[config.mk]
export PLATFORM = sky130hd
export DESIGN_NAME = led_button_ctrl
export DESIGN_NICKNAME = d
export VERILOG_FILES = /design/src/rtl/led_button_ctrl.sv
export SDC_FILE = /design/constraint.sdc
export NUM_CORES = 1
export LEC_CHECK = 0
export CAP_MARGIN = 10
export CORE_ASPECT_RATIO = 1.5
export CORE_MARGIN = 1
export CORE_UTILIZATION = 55
export CTS_CLUSTER_DIAMETER = 40
export DETAILED_ROUTE_END_ITERATION = 12
export PLACE_DENSITY_LB_ADDON = 0.08
export SLEW_MARGIN = 20
export SYNTH_ARGS = -nofsm -noshare
export SYNTH_HDL_FRONTEND = slang
export SYNTH_SLANG_ARGS = --single-unit
[constraint.sdc]
create_clock -name CLK -period 3.33 [get_ports CLK]
set_clock_uncertainty 0.2 [all_clocks]
set_input_delay 0.4995 -clock CLK [delete_from_list [all_inputs] [get_ports CLK]]
set_output_delay 0.4995 -clock CLK [all_outputs]
set_load 0.005 [all_outputs]
[src/rtl/led_button_ctrl.sv]
// Button-to-LED controller: per-channel sync, debounce, press pulse, toggle.
// LEDs follow one of four global modes (level, toggle, blink-toggle, blink-held).
module led_button_ctrl #(
  parameter int N_CH       = 4,
  parameter int DB_CYCLES  = 1250000,
  parameter int BLINK_HALF = 62500000
) (
  input  logic            CLK,
  input  logic            RST,
  input  logic [N_CH-1:0] BTN,
  input  logic [1:0]      MODE,
  output logic [N_CH-1:0] LD,
  output logic [N_CH-1:0] BTN_PRESS
);

  localparam int CW = $clog2(DB_CYCLES + 1);
  localparam int BW = $clog2(BLINK_HALF);
  localparam logic [CW-1:0] DB_LAST = CW'(DB_CYCLES - 1);
  localparam logic [BW-1:0] BL_LAST = BW'(BLINK_HALF - 1);

  logic [N_CH-1:0] s1;
  logic [N_CH-1:0] s2;
  logic [N_CH-1:0] stable;
  logic [N_CH-1:0] stable_d;
  logic [N_CH-1:0] tog;
  logic [CW-1:0]   db_cnt [N_CH];
  logic [BW-1:0]   blink_cnt;
  logic            phase;

  // Two-flop synchroniser for the asynchronous button pins
  always_ff @(posedge CLK) begin
    if (RST) begin
      s1 <= '0;
      s2 <= '0;
    end else begin
      s1 <= BTN;
      s2 <= s1;
    end
  end

  // Accept a new level only after DB_CYCLES consecutive differing samples
  always_ff @(posedge CLK) begin
    if (RST) begin
      stable <= '0;
      for (int i = 0; i < N_CH; i++) db_cnt[i] <= '0;
    end else begin
      for (int i = 0; i < N_CH; i++) begin
        if (s2[i] == stable[i]) begin
          db_cnt[i] <= '0;
        end else if (db_cnt[i] == DB_LAST) begin
          stable[i] <= s2[i];
          db_cnt[i] <= '0;
        end else begin
          db_cnt[i] <= db_cnt[i] + CW'(1);
        end
      end
    end
  end

  assign BTN_PRESS = stable & ~stable_d;

  // Edge-detect history and press-toggle bits
  always_ff @(posedge CLK) begin
    if (RST) begin
      stable_d <= '0;
      tog      <= '0;
    end else begin
      stable_d <= stable;
      tog      <= tog ^ BTN_PRESS;
    end
  end

  // Shared free-running blink timer; phase flips on each wrap
  always_ff @(posedge CLK) begin
    if (RST) begin
      blink_cnt <= '0;
      phase     <= 1'b0;
    end else if (blink_cnt == BL_LAST) begin
      blink_cnt <= '0;
      phase     <= ~phase;
    end else begin
      blink_cnt <= blink_cnt + BW'(1);
    end
  end

  // Registered LED drive selected by the global mode
  always_ff @(posedge CLK) begin
    if (RST) begin
      LD <= '0;
    end else begin
      unique case (MODE)
        2'b00: LD <= stable;
        2'b01: LD <= tog;
        2'b10: LD <= tog & {N_CH{phase}};
        2'b11: LD <= stable & {N_CH{phase}};
      endcase
    end
  end

endmodule
==> flow_summary.toml, run 1 <==
[synth]
ys.flop_type = "edfxtp_1"
yosysWarningCount = 0
synth-seq-cells = 135
ys_types = 42
yosysTopAreaCell = "edfxtp_1"
syn_inst = 684
synth_top_area_frac = 0.3700
netlist_area_mm2 = 0.006817
synthTopCellsByArea = "edfxtp_1 37%, dfxtp_1 15%, xnor2_1 5.1%"
yosysSeqAreaShare = 0.5198
synthArstFlopShare = 0
synth_edf_count = 84
avgSynthCellArea_um2 = 9.966

[critical_path]
worstSetupStartpointType = "register"
cpMaxStageDelayCell = "or4b_1"
slowest_delay_ps = 550
cp.depth = 5
cp_top_family = "simple AND/OR/NAND/NOR gates"
reg2reg_slack_ps = 610
r2r-end = "db_cnt[2][4]$_SDFFCE_PN0P_"
r2r-start = "db_cnt[2][4]$_SDFFCE_PN0P_"
critical_path_buf_inv_count = 1
r2r_cells = 5
required_ps = 3290
crit_fanout = 20
path_cells = "or4b_1 -> or4_4 -> o41ai_2 -> buf_4 -> nor2_1"
crit_start = "db_cnt[2][4]$_SDFFCE_PN0P_"
worstSetupEndpointType = "register"
timing.critical_path.to = "db_cnt[2][4]$_SDFFCE_PN0P_"
arrival_ps = 2680
crit_type = "register to register"

[detailed_routing]
drc = 0
ant_nets = 0
routed_wl_um = 12920
routed_via_density = 5.542
drt-pass1-iter-count = 4
num_vias = 5254
drt_iter0_drc = 235
wl_per_cell_um = 13.63

[timing]
timing.final.ws_setup_ps = 610.0
tightest_slew_ps = 952.1
setup_viol = 0
maxSlewViolCount = 0
fmax_ghz = 0.3676
grt_setup_unrepaired = "no"
post-route-min-period_ps = 2720
fin_tns_setup_ps = 0
final-hold-violation-count = 0
relSlewSlack = 0.3639
fin_crit_sh = 0.8168

[global_routing]
grt_start_max_net_pins = 21
track_usage = 0.2131
grt_pass1_vias = 5127
grt_pass1_wl_um = 22250
antenna_found_initial = 0
overflow = 0

[clocking]
h-tree-depth = 4
cts_repair_resize_count = 0
cts_root_buf = "clkbuf_16"
path_clk_slew_ps = 60
post_cts_buffers = 0
holdBufCountCts = 0
cts_tree = "done"
clk_latency_ps = 410
clockBufferDepth = 2
clock-sinks = 135
cts_inserted_buffers = 17

[placement]
place_hpwl_um = 9188
routabilityCongestion = 0.8502
dp_cells = 916
portBuffers = 15
pre_cts_slack_ps = 614.3

[finish]
drive_above_1_share = 0.05912
fillers = 1002
diodes = 0
stdcell_count = 948
layout.nets = 795
fin_util = 0.6714
area.growth.synth_to_final_pct = 18.36

[pwr]
p_per_area_mw_per_mm2 = 496.5
ir_worst_vdd_v = 0.0003452
p_leak_nw = 2.696

[die]
core_area_mm2 = 0.01202
fp.dieH_um = 138.3
chipWidth_um = 92.90
floorplan.initialDensity = 0.5673
rows = 49
die-area_mm2 = 0.01285
io_pins = 16

[run_status]
status = "completed"

[hold_path]
hold_path_class = "register to register"

[job]
maxCapViolCount = 0
## synth_stat cells, drive strengths merged, types with 5 or more instances
master / count
nor4: 8
clkbuf: 24
dfxtp: 51
ha: 5
or4: 21
edfxtp: 84
nor2b: 16
o31ai: 13
nor3: 18
inv: 22
or3: 27
nand2: 37
nor4b: 9
xor2: 27
nor2: 83
a21oi: 44
xnor2: 40
nand4: 31
nand3: 35
and4: 12
and3: 8
mux2i: 8
o21ai: 31
## worst min path at each step
stage | startpoint | endpoint | slack (ps) | depth (start not counted)
floorplan | s1[0]$_SDFF_PP0_ | s2[0]$_SDFF_PP0_ | 210 | 1
global placement | s1[3]$_SDFF_PP0_ | s2[3]$_SDFF_PP0_ | 230 | 1
detailed placement | s1[2]$_SDFF_PP0_ | s2[2]$_SDFF_PP0_ | 220 | 1
CTS | s1[2]$_SDFF_PP0_ | s2[2]$_SDFF_PP0_ | 240 | 1
global route | s1[3]$_SDFF_PP0_ | s2[3]$_SDFF_PP0_ | 260 | 1
finish | s1[2]$_SDFF_PP0_ | s2[2]$_SDFF_PP0_ | 240 | 1
## sequential cells by signal (all words and copies together), names as in the netlist
register,flops
db_cnt,84
blink_cnt,26
LD,4
s1,4
s2,4
stable,4
stable_d,4
tog,4
phase,1
## cells by family (layout without fill, tap and decap cells)
logic type                 count (synthesis)  in the layout  synth area share
other                                      1             84         0.0005501
muxes                                      8              8           0.01175
and+or+nand+nor                          320            320            0.2583
xor gates and xnor gates                  67             67           0.08609
buffers and inverters                     48             76           0.02863
DFF                                      135            135            0.5198
AOI/OAI and AO/OA                        100            100           0.08572
adders and majority gates                  5              5          0.009178
## layout make-up
cell class	instances	area, um2	share of cell area
Timing Repair Buffer	22	202.7	0.02512
Clock buffer	26	588.1	0.07289
Tap cell	153	191.4	0.02373
Inverter	22	82.58	0.01024
Sequential cell	135	3543	0.4392
Clock inverter	6	70.07	0.008685
Multi-Input combinational cell	584	3390	0.4201
## metal layers
metal	global-route usage	up-vias	routed length (um)
met2	0.3642	87	6683
met3	0.04400	20	420
met4	0.08826	0	223
li1	-	2645	-
met5	0	-	0
met1	0.2584	2502	5594
## stage by stage
step	area [um2]	hold WS (ps)	power (mW)
floorplan	7128	213.8	1.999
global placement	7410	225.6	2.036
finish	8068	236.7	4.006
CTS	8068	238.1	4.039
detailed placement	7410	224.7	2.043
global route	8068	263.9	4.127
## cells in the final DEF, fill, tap and decap left out, drive strengths merged, types with 3 or more instances in the layout
cell	count
o31ai	13
o41ai	3
and2	4
buf	7
inv	23
edfxtp	84
o21ai	31
nor3	18
and4	12
nor4b	9
conb	84
a21oi	44
or4b	4
clkbuf	26
dfxtp	51
mux2i	8
ha	5
xnor2	40
nand4	31
or3	27
nor2b	16
o22a	4
nand2	37
nor2	83
or4	21
and3	8
nor4	8
clkinv	3
nand3	35
xor2	27
clkdlybuf4s50	15
## power by group
part / internal (mW) / switching [mW]
logic: 0.0515 / 0.0755
clock network: 1.30 / 0.693
registers: 1.83 / 0.0572
total: 3.18 / 0.826
(Power assumes the default switching activity.)
==> inputs of run 2 (changes only) <==
==> constraint.sdc (replaced) <==
create_clock -name CLK -period 2.2 [get_ports CLK]
set_clock_uncertainty 0.2 [all_clocks]
set_input_delay 0.33 -clock CLK [delete_from_list [all_inputs] [get_ports CLK]]
set_output_delay 0.33 -clock CLK [all_outputs]
set_load 0.005 [all_outputs]
==> flow_summary.toml, run 2 (same netlist as run 1, synthesis figures left out) <==
[die]
rows = 49
io_pins = 16
floorplan.initialDensity = 0.5673
die-area_mm2 = 0.01285
core_area_mm2 = 0.01202
chipWidth_um = 92.90
fp.dieH_um = 138.3

[placement]
place_hpwl_um = 10400
routabilityCongestion = 0.8694
portBuffers = 15

[clocking]
clockBufferDepth = 2
h-tree-depth = 4
clk_latency_ps = 410
holdBufCountCts = 0
clock-sinks = 135
cts_inserted_buffers = 17
path_clk_slew_ps = 60
cts_root_buf = "clkbuf_16"
cts_tree = "done"

[finish]
fin_util = 0.7164
layout_common_cells = "84 x edfxtp_1, 84 x conb_1, 83 x nor2_1"
largest_reg_flops = 84
layout.nets = 859
top_regs = "db_cnt: 84 flops, blink_cnt: 26 flops"
top_register = "db_cnt"
area.growth.synth_to_final_pct = 26.28
diodes = 0
drive_above_1_share = 0.1490

[critical_path]
r2r_cells = 5
r2r-start = "db_cnt[2][11]$_SDFFCE_PN0P_"
crit_type = "register to register"
critical_path_buf_inv_count = 1
reg2reg_slack_ps = -160
cpMaxStageDelayCell = "or4b_1"
path_cells = "or4b_1 -> or4_4 -> o41ai_4 -> buf_6 -> a21oi_1"
worstSetupStartpointType = "register"
worstSetupEndpointType = "register"
slowest_delay_ps = 530
cp_top_family = "simple AND/OR/NAND/NOR gates"
crit_fanout = 12
r2r-end = "db_cnt[2][15]$_SDFFCE_PN0P_"
required_ps = 2150
arrival_ps = 2310

[detailed_routing]
drc = 0
routed_via_density = 5.567
routed_wl_um = 14610
num_vias = 5634
drt-pass1-iter-count = 5
ant_nets = 0
drt_iter0_drc = 303
wl_per_cell_um = 14.44

[timing]
fin_tns_setup_ps = -2993
post-route-min-period_ps = 2365
fmax_ghz = 0.4229
holdWs_ps = 256.0
fin_crit_sh = 1.075
timing.final.ws_setup_ps = -164.5
final-hold-violation-count = 0
setup_viol = 21
tightest_slew_ps = 541.4
relSlewSlack = 0.6379
maxSlewViolCount = 0
grt_setup_unrepaired = "yes"

[run_status]
violations = "setup timing"
status = "complete, but fails checks"

[pwr]
switching_share = 0.2145
p_per_area_mw_per_mm2 = 696.0
combPwrFrac = 0.045
seqPwrFrac = 0.474
p_total_mw = 5.991
power.switching_mw = 1.285
p_int_mw = 4.706
p_clk_frac = 0.481
p_leak_nw = 3.002
ir_worst_vdd_v = 0.0004713

[hold_path]
hp-start = "s1[0]$_SDFF_PP0_"
whs_path_depth = 1
whs_endpoint = "s2[0]$_SDFF_PP0_"
hold_path_class = "register to register"

[job]
maxCapViolCount = 0

[global_routing]
overflow = 0
antenna_found_initial = 0
grt_start_max_net_pins = 27
grt_pass1_wl_um = 24480
track_usage = 0.2371
grt_pass1_vias = 5640
==> run 2: cell count changes in the layout (fill, tap and decap cells not counted), moves of 3 or more <==
cell      change
a21oi_1       -4
or4_1         -3
clkinv_2      +4
buf_4        +61
clkinv_4      -3
nor2b_2       +3
a21oi_2       +4
nor2b_1       -3
or4_4         +3
==> run 2: routing by layer <==
metal,routed length [um],vias up,share of wire,track usage
met3,468,23,0.032,0.05061
li1,-,2768,-,-
met2,7983,126,0.55,0.4358
met4,238,0,0.016,0.08664
met5,0,-,0,0
met1,5923,2717,0.41,0.2628
==> run 2: timing repair <==
action,4_1_cts,5_1_grt
resized for setup,7,10
setup buffers,1,7
endpoints found under the hold margin,0,0
pin swaps,1,4
endpoints found under the setup margin,25,50
==> run 2: layout make-up <==
type,count,area [um2]
Sequential cell,135,3545
Multi-Input combinational cell,584,3463
Fill cell,927,3408
Timing Repair Buffer,86,711.9
Clock buffer,23,531.8
Tap cell,153,191.4
Clock inverter,9,82.58
Inverter,22,82.58
==> run 2: worst max-delay path by stage <==
stage                                       end  slack [ps]  depth (start not counted)                         from
floorplan           db_cnt[2][18]$_SDFFCE_PN0P_        -100                          5   db_cnt[2][4]$_SDFFCE_PN0P_
global placement     db_cnt[2][4]$_SDFFCE_PN0P_        -130                          5  db_cnt[2][11]$_SDFFCE_PN0P_
detailed placement  db_cnt[2][15]$_SDFFCE_PN0P_        -180                          5  db_cnt[2][11]$_SDFFCE_PN0P_
CTS                 db_cnt[2][15]$_SDFFCE_PN0P_        -160                          5  db_cnt[2][11]$_SDFFCE_PN0P_
global route        db_cnt[2][19]$_SDFFCE_PN0P_        -240                          5  db_cnt[2][11]$_SDFFCE_PN0P_
finish              db_cnt[2][15]$_SDFFCE_PN0P_        -160                          5  db_cnt[2][11]$_SDFFCE_PN0P_
==> run 2: metrics by stage <==
stage | area (um2) | setup slack (ps) | std cells
global placement | 7874 | -129.3 | 972
finish | 8608 | -164.5 | 1012
global route | 8608 | -235.9 | 1012
CTS | 8521 | -160.4 | 1005
detailed placement | 7874 | -180.5 | 972
floorplan | 7157 | -95.70 | 767
==> run 2: power by group through the flow <==
stage                     registers [mW]  clock network (mW)  logic, mW
final                               2.84                2.88      0.271
after global routing                2.85                3.03      0.300
after CTS                           2.84                2.93      0.257
after detailed placement            2.89                   0      0.252
after global placement              2.88                   0      0.243
after floorplan                     2.88                   0      0.149
==> inputs of run 3 (changes only) <==
--- a/config.mk
+++ b/config.mk
@@ -5,6 +5,7 @@
 export SDC_FILE = /design/constraint.sdc
 export NUM_CORES = 1
 export LEC_CHECK = 0
+export ABC_AREA = 1
 export CAP_MARGIN = 10
 export CORE_ASPECT_RATIO = 1.5
 export CORE_MARGIN = 1
==> flow_summary.toml, run 3 <==
[placement]
dpl-instance-area_mm2 = 0.008180
portBuffers = 15
place_hpwl_um = 11260
routabilityCongestion = 0.8856
pre_cts_slack_ps = -15.03

[pwr]
p_clk_frac = 0.511
p_total_mw = 6.298
seqPwrFrac = 0.451
p_leak_nw = 3.341
p_int_mw = 4.980
combPwrFrac = 0.037
switching_share = 0.2093
power.switching_mw = 1.318
p_per_area_mw_per_mm2 = 709.0
ir_worst_vdd_v = 0.0005253

[hold_path]
whs_path_depth = 2
hold_path_class = "register to register"

[synth]
yosysTopAreaCell = "edfxtp_1"
synth-seq-cells = 135
yosysSeqAreaShare = 0.4696
synth-simple-area-share = 0.3514
synthTopCellsByArea = "edfxtp_1 33%, nand2_1 14%, dfxtp_1 14%"
ys.flop_type = "edfxtp_1"
synth_top_area_frac = 0.3343
syn_inst = 1018
synthArstFlopShare = 0
synth_compound_area_frac = 0.05223
netlist_area_mm2 = 0.007546
synth-xor-area-share = 0.04759
synth.area.mux_share = 0
synth_edf_count = 84
ys_top_cells_by_count = "285 x nand2_1, 242 x nor2_1, 112 x inv_1"
yosysMostFrequentCell = "nand2_1"
yosysWarningCount = 0
synth_top_family_by_area = "simple AND/OR/NAND/NOR gates"
synth_fa_ha_area_frac = 0.008290
ys_types = 33
avgSynthCellArea_um2 = 7.413

[critical_path]
required_ps = 1670
critical_path_buf_inv_count = 2
cpMaxStageDelayCell = "clkdlybuf4s50_1"
arrival_ps = 1590
worstSetupStartpointType = "register"
cp_top_family = "buffers and inverters"
crit_fanout = 4
cp.depth = 3
r2r_cells = 8
crit_type = "register to output port"
worstSetupEndpointType = "output port"
path_cells = "inv_1 -> nor2_1 -> clkdlybuf4s50_1"
slowest_delay_ps = 550

[timing]
fin_tns_setup_ps = 0
maxSlewViolCount = 0
setup_viol = 0
grt_setup_unrepaired = "no"
final-hold-violation-count = 0
relSlewSlack = 0.5888
fin_crit_sh = 0.9629
fmax_ghz = 0.4721
timing.final.ws_setup_ps = 81.68
tightest_slew_ps = 610.3
holdWs_ps = 204.9
post-route-min-period_ps = 2118

[finish]
layout.nets = 1143
largest_reg_flops = 84
layout_common_cells = "285 x nand2_1, 239 x nor2_1, 112 x inv_1"
area.growth.synth_to_final_pct = 17.73
finish.instance_area_mm2 = 0.008884
layout_commonest_cell = "nand2_1"
top_register = "db_cnt"
diodes = 0
drive_above_1_share = 0.07262
top_regs = "db_cnt: 84 flops, blink_cnt: 26 flops"

[detailed_routing]
wl_met3_um = 382
routed_wl_um = 15230
ant_nets = 0
routed_via_density = 4.819
drt-pass1-iter-count = 8
wl_met2_um = 8093
drt_iter0_drc = 231
wl_per_cell_um = 11.67
drc = 4
num_vias = 6289
drt-met1-wl_um = 6344
routed.top_layer = "met4"

[clocking]
post_cts_buffers = 0
clockBufferDepth = 2
h-tree-depth = 4
cts_root_buf = "clkbuf_16"
cts_inserted_buffers = 17
cts_tree = "done"
path_clk_slew_ps = 60
clock-sinks = 135
clk_latency_ps = 410
holdBufCountCts = 0

[global_routing]
antenna_found_initial = 0
grt_start_max_net_pins = 26
overflow = 0
grt_pass1_vias = 6066
grt_pass1_wl_um = 25710
track_usage = 0.2258

[run_status]
violations = "DRC"
status = "complete, but fails checks"

[die]
core_area_mm2 = 0.01347
chipWidth_um = 97.64
die-area_mm2 = 0.01420
fp.dieH_um = 145.5
rows = 52
floorplan.initialDensity = 0.5603
io_pins = 16

[job]
maxCapViolCount = 0
## run 3: cell types whose count changed after synthesis, sizes merged, moves of 16 or more
cell,change
nand2,+251
or3,-27
nor2b,-16
clkbuf,-22
nand3,+22
nand4,-24
nor2,+182
inv,+91
or4,-21
o21ai,-16
## run 3: area by class of cell
cell class              count  area [um2]
inverters                 113       424.2
well taps                 162       202.7
clock buffers              17       425.4
clock inverters            15       249.0
fillers                  1246        4584
repair buffers             22       227.7
flip-flops and latches    135        3543
multi-input cells         841        3811
## run 3: repair_timing
item / in CTS / in global routing
setup endpoints to repair: 2 / 20
gates resized for setup: 2 / 4
hold endpoints to repair: 0 / 0
## run 3: per-stage QoR
stage          utilization  instances
6_report            0.6596       1305
5_1_grt             0.6596       1305
4_1_cts             0.6578       1305
3_5_place_dp        0.6074       1273
3_3_place_gp        0.6074       1273
2_1_floorplan            -       1101
## run 3: power groups by stage
stage | Sequential [mW] | Combinational, mW | Clock [mW]
final | 2.84 | 0.235 | 3.22
after global routing | 2.85 | 0.273 | 3.37
after CTS | 2.84 | 0.231 | 3.28
after detailed placement | 2.90 | 0.229 | 0
after global placement | 2.89 | 0.227 | 0
after floorplan | 2.87 | 0.183 | 0
## run 3: path summary, 6_finish.rpt
| path | from | end | slack (ps) |
|---|---|---|---|
| worst min register to register | s1[3]$_SDFF_PP0_ | s2[3]$_SDFF_PP0_ | 200 |
| worst max-delay path | stable[3]$_SDFFE_PP0P_ | BTN_PRESS[3] | 80 |
| worst max register to register | db_cnt[1][1]$_SDFFCE_PN0P_ | db_cnt[1][14]$_SDFFCE_PN0P_ | 230 |
| worst min-delay path | s1[3]$_SDFF_PP0_ | s2[3]$_SDFF_PP0_ | 200 |
## run 3: kinds of logic after synthesis
family | after synthesis
and+or+nand+nor | 641
xor gates and xnor gates | 41
AOI/OAI and AO/OA | 70
DFF | 135
other | 1
buffers and inverters | 125
adders and majority gates | 5
## run 3: worst register-to-register path: stages (launching register included)
cell and delay [ps]:
edfxtp_1 370, ha_1 210, inv_1 80, nor2_4 180, nand2_2 100, nor2_2 140
nand3_2 140, nand2_8 220, nor2_2 80
## run 3: layer usage
layer	GRT usage	vias to the layer above
met1	0.2420	2819
li1	-	3350
met5	0	-
met3	0.03987	31
met2	0.4241	89
met4	0.1053	0
